<file path="config.mk">
export PLATFORM = sky130hd
export DESIGN_NAME = remote_update_seq
export DESIGN_NICKNAME = d
export VERILOG_FILES = /design/src/rtl/remote_update_seq.sv
export SDC_FILE = /design/constraint.sdc
export NUM_CORES = 1
export LEC_CHECK = 0
export BUFFER_PORTS_ARGS = -buffer_cell sky130_fd_sc_hd__buf_2
export CAP_MARGIN = 20
export CORE_ASPECT_RATIO = 0.6
export CORE_MARGIN = 1
export CORE_UTILIZATION = 55
export DETAILED_ROUTE_END_ITERATION = 10
export HOLD_SLACK_MARGIN = 0.02
export PLACE_DENSITY = 0.86
export SYNTH_ARGS = -nofsm -noshare
export SYNTH_HDL_FRONTEND = slang
export SYNTH_SLANG_ARGS = --single-unit
</file>
<file path="constraint.sdc">
create_clock -name clk -period 2.5 [get_ports clk]
set_input_delay 0.375 -clock clk [delete_from_list [all_inputs] [get_ports clk]]
set_output_delay 0.375 -clock clk [all_outputs]
set_load 0.1 [all_outputs]
</file>
<file path="src/rtl/remote_update_seq.sv">
// remote_update_seq: command sequencer for the remote-update core.
// Boot-address/watchdog writes, parameter reads and watchdog kicks.
module remote_update_seq #(
    parameter logic [23:0] BOOT_ADDR  = 24'h040000,
    parameter bit          AUTO_BOOT  = 1'b1,
    parameter bit          WD_EN      = 1'b0,
    parameter logic [11:0] WD_TIMEOUT = 12'h100,
    parameter int          BUSY_TO    = 1023
) (
    input  logic        clk,
    input  logic        rst,
    input  logic        i_bootapp,
    input  logic        i_cmd_valid,
    output logic        o_cmd_ready,
    input  logic [1:0]  i_cmd_op,
    input  logic [2:0]  i_cmd_param,
    input  logic [23:0] i_cmd_addr,
    output logic        o_rsp_valid,
    output logic        o_rsp_err,
    output logic [23:0] o_rsp_data,
    output logic [2:0]  o_ru_param,
    output logic [23:0] o_ru_data_in,
    output logic        o_ru_write,
    output logic        o_ru_read,
    output logic        o_ru_reconfig,
    output logic        o_ru_rst_timer,
    input  logic        i_ru_busy,
    input  logic [23:0] i_ru_data_out
);
    localparam int TW = $clog2(BUSY_TO + 1);

    typedef enum logic [2:0] {
        S_IDLE, S_SETUP, S_REQ, S_WAIT,
        S_RECONF, S_DONE, S_KICK, S_ERR
    } state_t;

    state_t        r_state;
    logic [1:0]    r_step;
    logic          r_is_read;
    logic          r_auto;
    logic          r_auto_err;
    logic          r_kick;
    logic [2:0]    r_rd_param;
    logic [23:0]   r_addr;
    logic [TW-1:0] r_timer;
    logic          r_rsp_valid;
    logic          r_rsp_err;
    logic [23:0]   r_rsp_data;
    logic [2:0]    r_ru_param;
    logic [23:0]   r_ru_data_in;
    logic          r_ru_write;
    logic          r_ru_read;
    logic          r_ru_reconfig;
    logic          r_ru_rst_timer;

    logic [2:0]  w_param;
    logic [23:0] w_data;
    logic        w_last;
    logic        w_to;

    // BOOT step table: ANF, ADDR, then optional watchdog timeout/enable
    always_comb begin
        w_param = r_rd_param;
        w_data  = 24'h0;
        if (!r_is_read) begin
            unique case (r_step)
                2'd0: begin w_param = 3'b101; w_data = 24'h1; end
                2'd1: begin w_param = 3'b100; w_data = r_addr; end
                2'd2: begin w_param = 3'b010; w_data = {12'h0, WD_TIMEOUT}; end
                2'd3: begin w_param = 3'b011; w_data = 24'h1; end
            endcase
        end
    end

    assign w_last = (r_step == (WD_EN ? 2'd3 : 2'd1));
    assign w_to   = (r_timer == TW'(BUSY_TO - 1));

    always_ff @(posedge clk) begin
        if (rst) begin
            r_state        <= AUTO_BOOT ? S_SETUP : S_IDLE;
            r_auto         <= AUTO_BOOT;
            r_auto_err     <= 1'b0;
            r_step         <= 2'd0;
            r_is_read      <= 1'b0;
            r_kick         <= 1'b0;
            r_rd_param     <= 3'd0;
            r_addr         <= BOOT_ADDR;
            r_timer        <= '0;
            r_rsp_valid    <= 1'b0;
            r_rsp_err      <= 1'b0;
            r_rsp_data     <= 24'h0;
            r_ru_param     <= 3'd0;
            r_ru_data_in   <= 24'h0;
            r_ru_write     <= 1'b0;
            r_ru_read      <= 1'b0;
            r_ru_reconfig  <= 1'b0;
            r_ru_rst_timer <= 1'b0;
        end else begin
            r_rsp_valid   <= 1'b0;
            r_rsp_err     <= 1'b0;
            r_ru_reconfig <= 1'b0;
            unique case (r_state)
                S_IDLE: if (i_cmd_valid) begin
                    r_auto    <= 1'b0;
                    r_step    <= 2'd0;
                    r_timer   <= '0;
                    r_is_read <= 1'b0;
                    r_kick    <= 1'b0;
                    unique case (i_cmd_op)
                        2'd0: begin
                            r_addr  <= (i_cmd_addr == 24'h0) ? BOOT_ADDR : i_cmd_addr;
                            r_state <= S_SETUP;
                        end
                        2'd1: begin
                            r_is_read  <= 1'b1;
                            r_rd_param <= i_cmd_param;
                            r_state    <= S_SETUP;
                        end
                        2'd2: begin
                            r_ru_rst_timer <= 1'b1;
                            r_state        <= S_KICK;
                        end
                        default: r_state <= S_DONE;
                    endcase
                end
                // hold off the request while the core is still busy
                S_SETUP: begin
                    r_ru_param   <= w_param;
                    r_ru_data_in <= w_data;
                    if (!i_ru_busy) begin
                        r_ru_write <= !r_is_read;
                        r_ru_read  <= r_is_read;
                        r_timer    <= '0;
                        r_state    <= S_REQ;
                    end else if (w_to) begin
                        r_state <= S_ERR;
                    end else begin
                        r_timer <= r_timer + TW'(1);
                    end
                end
                S_REQ: begin
                    if (i_ru_busy) begin
                        r_ru_write <= 1'b0;
                        r_ru_read  <= 1'b0;
                        r_timer    <= '0;
                        r_state    <= S_WAIT;
                    end else if (w_to) begin
                        r_ru_write <= 1'b0;
                        r_ru_read  <= 1'b0;
                        r_state    <= S_ERR;
                    end else begin
                        r_timer <= r_timer + TW'(1);
                    end
                end
                S_WAIT: begin
                    if (!i_ru_busy) begin
                        r_timer <= '0;
                        if (r_is_read) begin
                            r_rsp_data <= i_ru_data_out;
                            r_state    <= S_DONE;
                        end else if (w_last) begin
                            r_state <= S_RECONF;
                        end else begin
                            r_step  <= r_step + 2'd1;
                            r_state <= S_SETUP;
                        end
                    end else if (w_to) begin
                        r_state <= S_ERR;
                    end else begin
                        r_timer <= r_timer + TW'(1);
                    end
                end
                S_RECONF: begin
                    r_ru_reconfig <= i_bootapp;
                    r_state       <= S_DONE;
                end
                S_DONE: begin
                    r_rsp_valid <= !r_auto;
                    if (!r_is_read) r_rsp_data <= 24'h0;
                    r_auto  <= 1'b0;
                    r_state <= S_IDLE;
                end
                S_KICK: begin
                    if (!r_kick) begin
                        r_kick <= 1'b1;
                    end else begin
                        r_ru_rst_timer <= 1'b0;
                        r_rsp_valid    <= 1'b1;
                        r_rsp_data     <= 24'h0;
                        r_state        <= S_IDLE;
                    end
                end
                // power-on boot failures are only remembered, never reported
                S_ERR: begin
                    r_auto_err  <= r_auto_err | r_auto;
                    r_rsp_valid <= !r_auto;
                    r_rsp_err   <= !r_auto;
                    if (!r_auto) r_rsp_data <= 24'h0;
                    r_auto  <= 1'b0;
                    r_state <= S_IDLE;
                end
                default: r_state <= S_IDLE;
            endcase
        end
    end

    assign o_cmd_ready    = (r_state == S_IDLE);
    assign o_rsp_valid    = r_rsp_valid;
    assign o_rsp_err      = r_rsp_err;
    assign o_rsp_data     = r_rsp_data;
    assign o_ru_param     = r_ru_param;
    assign o_ru_data_in   = r_ru_data_in;
    assign o_ru_write     = r_ru_write;
    assign o_ru_read      = r_ru_read;
    assign o_ru_reconfig  = r_ru_reconfig;
    assign o_ru_rst_timer = r_ru_rst_timer;
endmodule

</file>
==> summary.md, run 1 <==
| Metric | Value |
|---|---|
| Worst Tran Pin Value | `1.060 ns` |
| GRT overflow | `0` |
| Post-CTS setup buffers | `0` |
| Detailed Place HPWL | `8.151 mm` |
| Clock tree buffer depth | `2` |
| Antenna cells | `0` |
| Die ar. | `0.008339 mm2` |
| Compound-cell area share of the yosys netlist | `17.88%` |
| Clock-pin slew on the worst setup and hold paths | `0.07 ns` |
| Yosys cell types | `54` |
| Post-Synth Adder-Cell Area | `1.713%` |
| Post-Route Skew | `0.005127 ns` |
| Worst hold margin | `0.2274 ns` |
| RSZ-0062 raised after global routing | `no` |
| Post-DR wirelength/cell | `15.57 um` |
| Part of the cycle the worst path needs | `91.49%` |
| WP data required | `2.76 ns` |
| Cells taking the most area after synthesis | `dfxtp_1 (47%), nand2_1 (9.4%), a21oi_1 (8.1%)` |
| I/O Buffers | `115` |
| Largest family of logic cells by synthesized area | `simple AND/OR/NAND/NOR gates` |
| CTS Buf Count | `9` |
| Register area share after synthesis | `46.60%` |
| Synth Net Count | `600` |
| GRT Total Usage | `28.58%` |
| Sink Count | `102` |
| Largest net degree at the start of global routing | `45` |
| # DRC | `0` |
| Outcome | `completed` |
| Post-synth top flop | `dfxtp_1` |
| P per Cell Area | `748.4 mW/mm2` |
| Placeable Area | `0.007477 mm2` |
| Initial antenna violation count | `0` |
| Initial core utilization | `58.60%` |
| # IOs | `116` |
| Post-Syn Area | `0.004382 mm2` |
| Vias | `4291` |
| Register bit count reported by yosys | `102` |
| Global-route wire length before repair | `18.57 mm` |
| Synthesis-to-layout area growth | `21.39%` |
| Vias in the first global route | `3913` |
| Fraction of registers with async set/reset | `0%` |
| CTS tree | `built` |
| Largest stage delay, worst path | `0.90 ns` |
| Die span in x | `117.2 um` |
| CP top delay family | `compound AO/OA/AOI/OAI gates` |
| Finished Core Util | `71.13%` |
| Max rail drop VDD | `0.7092 mV` |
| EDFF count, synth | `0` |
| Layout cell share with drive strength beyond 1 | `24.30%` |
| Crit. End Element | `flop` |
| Post-CTS Resized | `0` |
| Simple-gate share of the synthesized area | `27.36%` |
| Multiplexer fraction of the synthesized cell area | `1.428%` |
| CTS root buf | `clkbuf_16` |
| Largest area contributor in the netlist | `dfxtp_1` |
| Final ANT Viol Nets | `0` |
| CTS Hold Bufs | `0` |
| Critical Path Source Type | `flop` |
| Worst path arrival time | `2.55 ns` |
| Fmax | `0.4372 GHz` |
| Chip Height | `71.14 um` |
| Final WL | `11.62 mm` |
| Endpoints failing setup | `0` |
| Crit path max fanout | `7` |
| Synth top area share | `46.60%` |
| Gpl congestion | `0.9153` |
| Slew Limit Fails | `0` |
| Final nets | `702` |
| Post-synth top cells | `nand2_1 (110), dfxtp_1 (102), a21oi_1 (71)` |
| Cells after synthesis | `536` |
| Final hold viol count | `0` |
| CP cell instances | `ha_1 -> nand3_1 -> o311ai_0 -> buf_4 -> o31ai_1 -> a21oi_1` |
| Headroom to the max-slew limit | `28.44%` |
| Crit path kind | `reg2reg` |
| Initial drt markers | `379` |
| Tmin final | `2.287 ns` |
| Most common cell in the netlist | `nand2_1` |
| Worst path slowest cell | `o311ai_0` |
| Ys Warns | `0` |
| TritonRoute pass-1 iters | `5` |
| WP buf/inv | `1` |
| Filler cells | `590` |
| Max-cap violations | `0` |
| Clk Latency, worst-skew pair | `0.34 ns` |
| Leakage | `0.002084 uW` |
| Final TNS setup | `0 ns` |
| H-tree depth | `3` |
| Syn_area_per_cell | `8.175 um2` |
| HP Class | `in2reg` |
| Rows | `24` |
| Xor/xnor cell area share of the yosys netlist | `0%` |
| Vias per cell | `5.752` |
logic make-up (layout without fill, tap and decap cells):
family,Yosys count,count (layout)
and+or+nand+nor,236,236
AOI/OAI and AO/OA,137,137
adders and majority gates,6,6
DFF,102,102
muxes,6,6
buffers and inverters,49,155
path summary, 6_finish.rpt:
path                                       from  slack (ns)  cells after the start                            end
hold / removal                 i_ru_data_out[1]        0.23                      3     o_rsp_data[1]$_SDFFE_PP0P_
setup / recovery        r_timer[1]$_SDFFE_PP0P_        0.21                      6        r_timer[6]$_SDFFE_PP0P_
setup reg to reg        r_timer[1]$_SDFFE_PP0P_        0.21                      6        r_timer[6]$_SDFFE_PP0P_
hold reg to reg   o_ru_data_in[19]$_SDFFE_PP0P_        0.45                      2  o_ru_data_in[19]$_SDFFE_PP0P_
area by class of cell:
type | count | area [um2] | area share, %
multi-input cells | 385 | 2133 | 40.11
repair buffers | 130 | 688.2 | 12.94
flip-flops and latches | 102 | 2042 | 38.39
clock buffers | 10 | 229.0 | 4.305
clock inverters | 5 | 58.81 | 1.106
inverters | 10 | 37.54 | 0.7057
well taps | 104 | 130.1 | 2.446
where the power goes:
part | internal [uW] | switching, uW | total (uW) | leakage [uW]
clock network | 772 | 596 | 1370 | 0.000135
registers | 1680 | 56.0 | 1740 | 0.000824
logic | 226 | 646 | 872 | 0.00113
layout by cell type, fill, tap and decap left out, types with 3 or more instances in the layout:
cell	count
buf_2	115
nand2_1	110
dfxtp_1	102
a21oi_1	71
o21ai_0	37
nand3_1	29
nand3b_1	27
buf_4	15
nor2_1	14
nor3_1	11
inv_1	10
or3_1	9
clkbuf_16	9
nor2b_1	8
a211oi_1	6
nor4_1	6
ha_1	6
mux2i_1	4
nor3_2	3
nand4_1	3
worst reg2reg max path, cell delays in order, from the launching register on:
cell      delay, ns
dfxtp_1        0.42
ha_1           0.20
nand3_1        0.14
o311ai_0       0.90
buf_4          0.28
o31ai_1        0.09
a21oi_1        0.17
flip-flops by register name (all words and copies together), names as in the netlist:
name / cells
o_rsp_data: 24
o_ru_data_in: 24
r_addr: 24
r_timer: 10
o_ru_param: 3
r_rd_param: 3
r_state: 3
r_step: 2
o_rsp_err: 1
o_rsp_valid: 1
o_ru_read: 1
o_ru_reconfig: 1
o_ru_rst_timer: 1
o_ru_write: 1
r_auto: 1
r_is_read: 1
r_kick: 1
through the flow:
step	instance area, um2	std cells	setup slack, ns	total power [uW]
2_1_floorplan	4387	536	0.1261	2413
3_3_place_gp	5031	731	0.4695	2611
3_5_place_dp	5031	731	0.2985	2633
4_1_cts	5319	746	0.2854	3986
5_1_grt	5319	746	0.01175	4138
6_report	5319	746	0.2128	3981
routing by layer:
metal / vias up / global-route usage, % / wire length (um)
met5: - / 0 / 0
met1: 1988 / 40.30 / 5389
li1: 2087 / - / -
met3: 16 / 6.341 / 957
met2: 200 / 43.07 / 5118
met4: 0 / 9.986 / 151
Note: power is estimated with default switching activity, not from simulation.
==> run 2: changes to the inputs <==
--- a/config.mk
+++ b/config.mk
@@ -12,7 +12,7 @@
 export CORE_UTILIZATION = 55
 export DETAILED_ROUTE_END_ITERATION = 10
 export HOLD_SLACK_MARGIN = 0.02
-export PLACE_DENSITY = 0.86
+export PLACE_DENSITY_LB_ADDON = 0.12
 export SYNTH_ARGS = -nofsm -noshare
 export SYNTH_HDL_FRONTEND = slang
 export SYNTH_SLANG_ARGS = --single-unit
==> summary.md, run 2 (synthesized netlist as in run 1, its figures left out) <==
| Metric | Value |
|---|---|
| Post-CTS setup buffers | `0 (unchanged)` |
| Crit path max fanout | `18 (+11)` |
| I/O Buffers | `115 (unchanged)` |
| Die ar. | `0.008339 mm2 (unchanged)` |
| Worst Tran Pin Value | `0.8062 ns (-0.2538 ns)` |
| Max rail drop VDD | `0.5807 mV (-18%)` |
| Post-Route Skew | `0.004273 ns (-0.0008535 ns)` |
| Post-DR wirelength/cell | `15.57 um (about the same)` |
| Endpoints failing setup | `0 (unchanged)` |
| Final TNS setup | `0 ns (unchanged)` |
| Outcome | `completed` |
| # DRC | `0 (unchanged)` |
| Initial drt markers | `488 (+29%)` |
| Final nets | `702 (unchanged)` |
| Leakage | `0.002110 uW (+1.3%)` |
| Largest net degree at the start of global routing | `40 (-11%)` |
| Layout cell share with drive strength beyond 1 | `24.57% (+0.27 points)` |
| Gpl congestion | `0.9084 (-0.75%)` |
| TritonRoute pass-1 iters | `5 (unchanged)` |
| Final Power | `4162 uW (+4.6%)` |
| Placeable Area | `0.007477 mm2 (unchanged)` |
| RSZ-0062 raised after global routing | `no` |
| Tmin final | `2.057 ns (-0.2299 ns)` |
| CTS Hold Bufs | `0 (unchanged)` |
| Vias | `4341 (+1.2%)` |
| Final ANT Viol Nets | `0 (unchanged)` |
| Detailed Place HPWL | `7.938 mm (-2.6%)` |
| Crit path kind | `reg2out` |
| Die span in x | `117.2 um (unchanged)` |
| P per Cell Area | `776.2 mW/mm2 (+3.7%)` |
| Final WL | `11.63 mm (+0.12%)` |
| GRT Total Usage | `28.32% (-0.26 points)` |
| Fin area | `0.005363 mm2 (+0.82%)` |
| CTS tree | `built` |
| Max-cap violations | `0 (unchanged)` |
| Clock-pin slew on the worst setup and hold paths | `0.07 ns (about the same)` |
| WP data required | `2.12 ns (-0.64 ns)` |
| Critical Path Source Type | `flop` |
| CTS Buf Count | `9 (unchanged)` |
| Most frequent cells in the layout | `buf_2 (115), nand2_1 (110), dfxtp_1 (102)` |
| Finished Core Util | `71.72% (+0.59 points)` |
| Initial core utilization | `58.60% (unchanged)` |
| Sink Count | `102 (unchanged)` |
| Placed cell areas | `0.005024 mm2 (-0.15%)` |
| Fmax | `0.4861 GHz (+11%)` |
| Clk Latency, worst-skew pair | `0.35 ns (about the same)` |
| Slew Limit Fails | `0 (unchanged)` |
| H-tree depth | `3 (unchanged)` |
| CTS root buf | `clkbuf_16` |
| Rows | `24 (unchanged)` |
| # IOs | `116 (unchanged)` |
| Antenna cells | `0 (unchanged)` |
| Crit. End Element | `output pin` |
| Worst path arrival time | `1.68 ns (-0.87 ns)` |
| Global-route wire length before repair | `18.26 mm (-1.6%)` |
| Clock tree buffer depth | `2 (unchanged)` |
| HP Class | `in2reg` |
| Filler cells | `589 (-0.17%)` |
| Most common cell after layout, fill and taps aside | `buf_2` |
| Vias in the first global route | `3858 (-1.4%)` |
| GRT overflow | `0 (unchanged)` |
| Synthesis-to-layout area growth | `22.39%` |
| Chip Height | `71.14 um (unchanged)` |
| Part of the cycle the worst path needs | `82.29% (-9.2 points)` |
| Headroom to the max-slew limit | `46.25% (+18 points)` |
| Final hold viol count | `0 (unchanged)` |
| Initial antenna violation count | `0 (unchanged)` |
| Post-CTS Resized | `0 (unchanged)` |
| Vias per cell | `5.811 (+1.0%)` |
==> run 2: cell count changes in the layout (fill, tap and decap cells not counted) <==
cell and change:
buf_4 -1, clkbuf_1 -1, bufinv_16 +1, inv_6 -1
clkinv_4 +1, clkinvlp_4 -1, clkbuf_8 +2, clkbuf_2 +1
==> run 2: critical path: stages, from the launching register on <==
cell and delay (ns):
dfxtp_1 0.40, buf_4 0.24, nor3_2 0.22, buf_2 0.47
==> run 2: stage by stage <==
step,cells,hold slack (ns),setup WS (ns)
final,747,0.2182,0.4427
after global routing,747,0.2223,0.3528
after CTS,746,0.2172,0.1800
after detailed placement,730,0.4424,0.2260
after global placement,730,0.4379,0.4042
after floorplan,536,0.4239,0.1261
==> run 2: metal layers <==
layer	GRT usage (%)	wire length, um
met5	0	0
met4	7.032	87
met3	8.826	976
met2	41.31	5021
met1	40.52	5546
==> run 2: final timing paths <==
kind | from | endpoint | slack [ns] | cells after the start
worst min register to register | o_ru_data_in[15]$_SDFFE_PP0P_ | o_ru_data_in[15]$_SDFFE_PP0P_ | 0.45 | 2
worst max-delay path | r_state[2]$_SDFFE_PP0P_ | o_cmd_ready | 0.44 | 3
worst max register to register | r_state[1]$_SDFFE_PP0P_ | r_addr[9]$_SDFFE_PP0P_ | 0.45 | 5
worst min-delay path | i_ru_data_out[16] | o_rsp_data[16]$_SDFFE_PP0P_ | 0.22 | 3
==> run 2: area by class of cell <==
type,count,area (um2),share of cell area [%]
Clock buffer,11,252.7,4.713
Clock inverter,5,81.33,1.517
Inverter,10,37.54,0.7000
Multi-Input combinational cell,385,2133,39.78
Sequential cell,102,2042,38.08
Tap cell,104,130.1,2.427
Timing Repair Buffer,130,685.7,12.79
==> run 2: power by group <==
part           internal [uW]  total, uW  switching [uW]
sequential              1680       1750            65.1
combinational            228        868             641
clock                    932       1540             613
total                   2840       4160            1320
==> run 3: changes to the inputs <==
--- a/config.mk
+++ b/config.mk
@@ -9,7 +9,7 @@
 export CAP_MARGIN = 20
 export CORE_ASPECT_RATIO = 0.6
 export CORE_MARGIN = 1
-export CORE_UTILIZATION = 55
+export CORE_UTILIZATION = 47
 export DETAILED_ROUTE_END_ITERATION = 10
 export HOLD_SLACK_MARGIN = 0.02
 export PLACE_DENSITY_LB_ADDON = 0.12
==> constraint.sdc (replaced) <==
create_clock -name clk -period 1.8 [get_ports clk]
set_input_delay 0.27 -clock clk [delete_from_list [all_inputs] [get_ports clk]]
set_output_delay 0.27 -clock clk [all_outputs]
set_load 0.1 [all_outputs]
==> summary.md, run 3 (synthesized netlist as in run 1, its figures left out) <==
| Metric | Value |
|---|---|
| Clock-pin slew on the worst setup and hold paths | `0.07 ns (about the same)` |
| Hold path cells | `3 (unchanged)` |
| Layout cell share with drive strength beyond 1 | `27.51% (+2.9 points)` |
| Endpoints failing setup | `0 (unchanged)` |
| Vias per cell | `5.547 (-4.6%)` |
| Part of the cycle the worst path needs | `98.09%` |
| H-tree depth | `3 (unchanged)` |
| Metal2 WL | `5.186 mm (+3.3%)` |
| Worst flop-to-flop path startpoint | `r_timer[0]$_SDFFE_PP0P_` |
| Critical Path Source Type | `flop` |
| Worst path arrival time | `1.50 ns (-0.18 ns)` |
| Cell Int Power | `3929 uW (+38%)` |
| Max rail drop VDD | `0.5070 mV (-13%)` |
| Fin area | `0.005575 mm2 (+4.0%)` |
| Vias | `4271 (-1.6%)` |
| Die span in x | `126.7 um (+8.0%)` |
| Final ANT Viol Nets | `0 (unchanged)` |
| Final TNS setup | `0 ns (unchanged)` |
| # DRC | `0 (unchanged)` |
| Most common cell after layout, fill and taps aside | `buf_2` |
| Global-route wire length before repair | `19.53 mm (+6.9%)` |
| Gpl congestion | `0.8838 (-2.7%)` |
| Final nets | `717 (+2.1%)` |
| Worst Hold Endpoint | `o_rsp_data[6]$_SDFFE_PP0P_` |
| # IOs | `116 (unchanged)` |
| TritonRoute pass-1 iters | `5 (unchanged)` |
| Slew Limit Fails | `0 (unchanged)` |
| Reg area | `0.002043 mm2 (about the same)` |
| Outcome | `completed` |
| Combinational fraction of design power | `24.4% (+3.5 points)` |
| Sink Count | `102 (unchanged)` |
| Post-Layout Cell Count | `770 (+3.1%)` |
| Placeable Area | `0.008783 mm2 (+17%)` |
| Die ar. | `0.009725 mm2 (+17%)` |
| Tmin final | `1.766 ns` |
| CTS tree | `built` |
| Synthesis-to-layout area growth | `27.24%` |
| Metal3 WL | `964 um (-1.2%)` |
| Max-cap violations | `0 (unchanged)` |
| Post-Route Skew | `0.007061 ns (+0.002787 ns)` |
| CTS root buf | `clkbuf_16` |
| Crit path max fanout | `14 (-4)` |
| Leakage | `0.002193 uW (+3.9%)` |
| CP startpoint | `r_state[1]$_SDFFE_PP0P_` |
| Fmax | `0.5664 GHz` |
| Largest net degree at the start of global routing | `36 (-10%)` |
| GRT overflow | `0 (unchanged)` |
| Most frequent cells in the layout | `buf_2 (114), nand2_1 (110), dfxtp_1 (101)` |
| Detailed Place HPWL | `8.562 mm (+7.9%)` |
| Final WL | `12.03 mm (+3.4%)` |
| Top Metal Used | `met4` |
| Flop pwr share | `41.2% (-0.8 points)` |
| Worst reg2reg setup slack | `0.05 ns (-0.40 ns)` |
| CTS Hold Bufs | `0 (unchanged)` |
| R2R cell count | `6 (+1)` |
| Initial core utilization | `49.89% (-8.7 points)` |
| Hold Startpoint | `i_ru_data_out[6]` |
| Placed cell areas | `0.005219 mm2 (+3.9%)` |
| Reg-to-Reg End | `r_state[2]$_SDFFE_PP0P_` |
| Initial antenna violation count | `0 (unchanged)` |
| Vias in the first global route | `3911 (+1.4%)` |
| Met1 wire length | `5.774 mm (+4.1%)` |
| I/O Buffers | `115 (unchanged)` |
| Chip Height | `76.79 um (+7.9%)` |
| Clk Latency, worst-skew pair | `0.34 ns (about the same)` |
| Worst hold margin | `0.1188 ns (-0.09932 ns)` |
| Crit path kind | `reg2out` |
| Crit. End Element | `output pin` |
| Multi-input gate area | `0.002178 mm2 (+2.1%)` |
| Clk pwr share | `34.5% (-2.6 points)` |
| P per Cell Area | `1041 mW/mm2 (+34%)` |
| WP data required | `1.53 ns (-0.59 ns)` |
| GRT Total Usage | `25.05% (-3.3 points)` |
| CTS Buf Count | `9 (unchanged)` |
| Post-DR wirelength/cell | `15.62 um (+0.33%)` |
| HP Class | `in2reg` |
| Net switching fraction of the power | `32.29% (+0.61 points)` |
| Antenna cells | `0 (unchanged)` |
| Switching Power | `1874 uW (+42%)` |
| Headroom to the max-slew limit | `64.49% (+18 points)` |
| Worst Tran Pin Value | `0.5277 ns (-0.2785 ns)` |
| Rows | `26 (+8.3%)` |
| Clock tree buffer depth | `2 (unchanged)` |
| Placed cells | `753 (+3.2%)` |
| Filler cells | `828 (+41%)` |
| Final hold viol count | `0 (unchanged)` |
| Initial drt markers | `328 (-33%)` |
| RSZ-0062 raised after global routing | `yes` |
==> run 3: repair_timing <==
action | 4_1_cts | 5_1_grt
resized for setup | 1 | 8
setup buffers | 0 | 1
setup endpoints to repair | 1 | 18
pin swaps | 0 | 1
==> run 3: per-stage QoR <==
stage               setup slack (ns)  total power, uW  utilization (%)
floorplan                  0.0009833             3393                -
global placement             0.06463             3798            59.42
detailed placement          -0.01642             3817            59.42
CTS                         0.003011             5796            63.01
global route                -0.04358             6041            63.48
finish                       0.03439             5803            63.48
==> run 3: final cells by class <==
class / instances / share of cell area [%]
multi-input cells: 385 / 39.07
flip-flops and latches: 102 / 36.65
repair buffers: 145 / 15.53
clock buffers: 11 / 4.533
well taps: 112 / 2.513
clock inverters: 5 / 1.032
inverters: 10 / 0.6732
==> run 3: worst max-delay path by stage <==
stage | to | slack (ns) | cells after the start
3_5_place_dp | r_state[2]$_SDFFE_PP0P_ | -0.02 | 6
3_3_place_gp | r_state[2]$_SDFFE_PP0P_ | 0.06 | 6
2_1_floorplan | r_state[2]$_SDFFE_PP0P_ | 0.001 | 4
6_report | o_cmd_ready | 0.03 | 4
4_1_cts | r_state[2]$_SDFFE_PP0P_ | 0.003 | 6
5_1_grt | r_state[2]$_SDFFE_PP0P_ | -0.04 | 6
==> run 3: routing by layer <==
| layer | vias up | global-route usage (%) |
|---|---|---|
| met4 | 0 | 5.119 |
| met5 | - | 0 |
| met2 | 170 | 36.85 |
| li1 | 2117 | - |
| met1 | 1971 | 36.95 |
| met3 | 13 | 6.141 |
==> run 3: critical path: stages, from the launching register on <==
cell and delay (ns):
dfxtp_1 0.31, buf_4 0.18, buf_4 0.16, nor3_4 0.27, buf_12 0.22
==> run 3: power groups by stage <==
stage | Sequential, uW | Clock [uW] | Combinational, uW
after floorplan | 2710 | 0 | 683
after global placement | 2440 | 0 | 1360
after detailed placement | 2440 | 0 | 1380
after CTS | 2390 | 2030 | 1380
after global routing | 2400 | 2130 | 1520
final | 2390 | 2000 | 1410
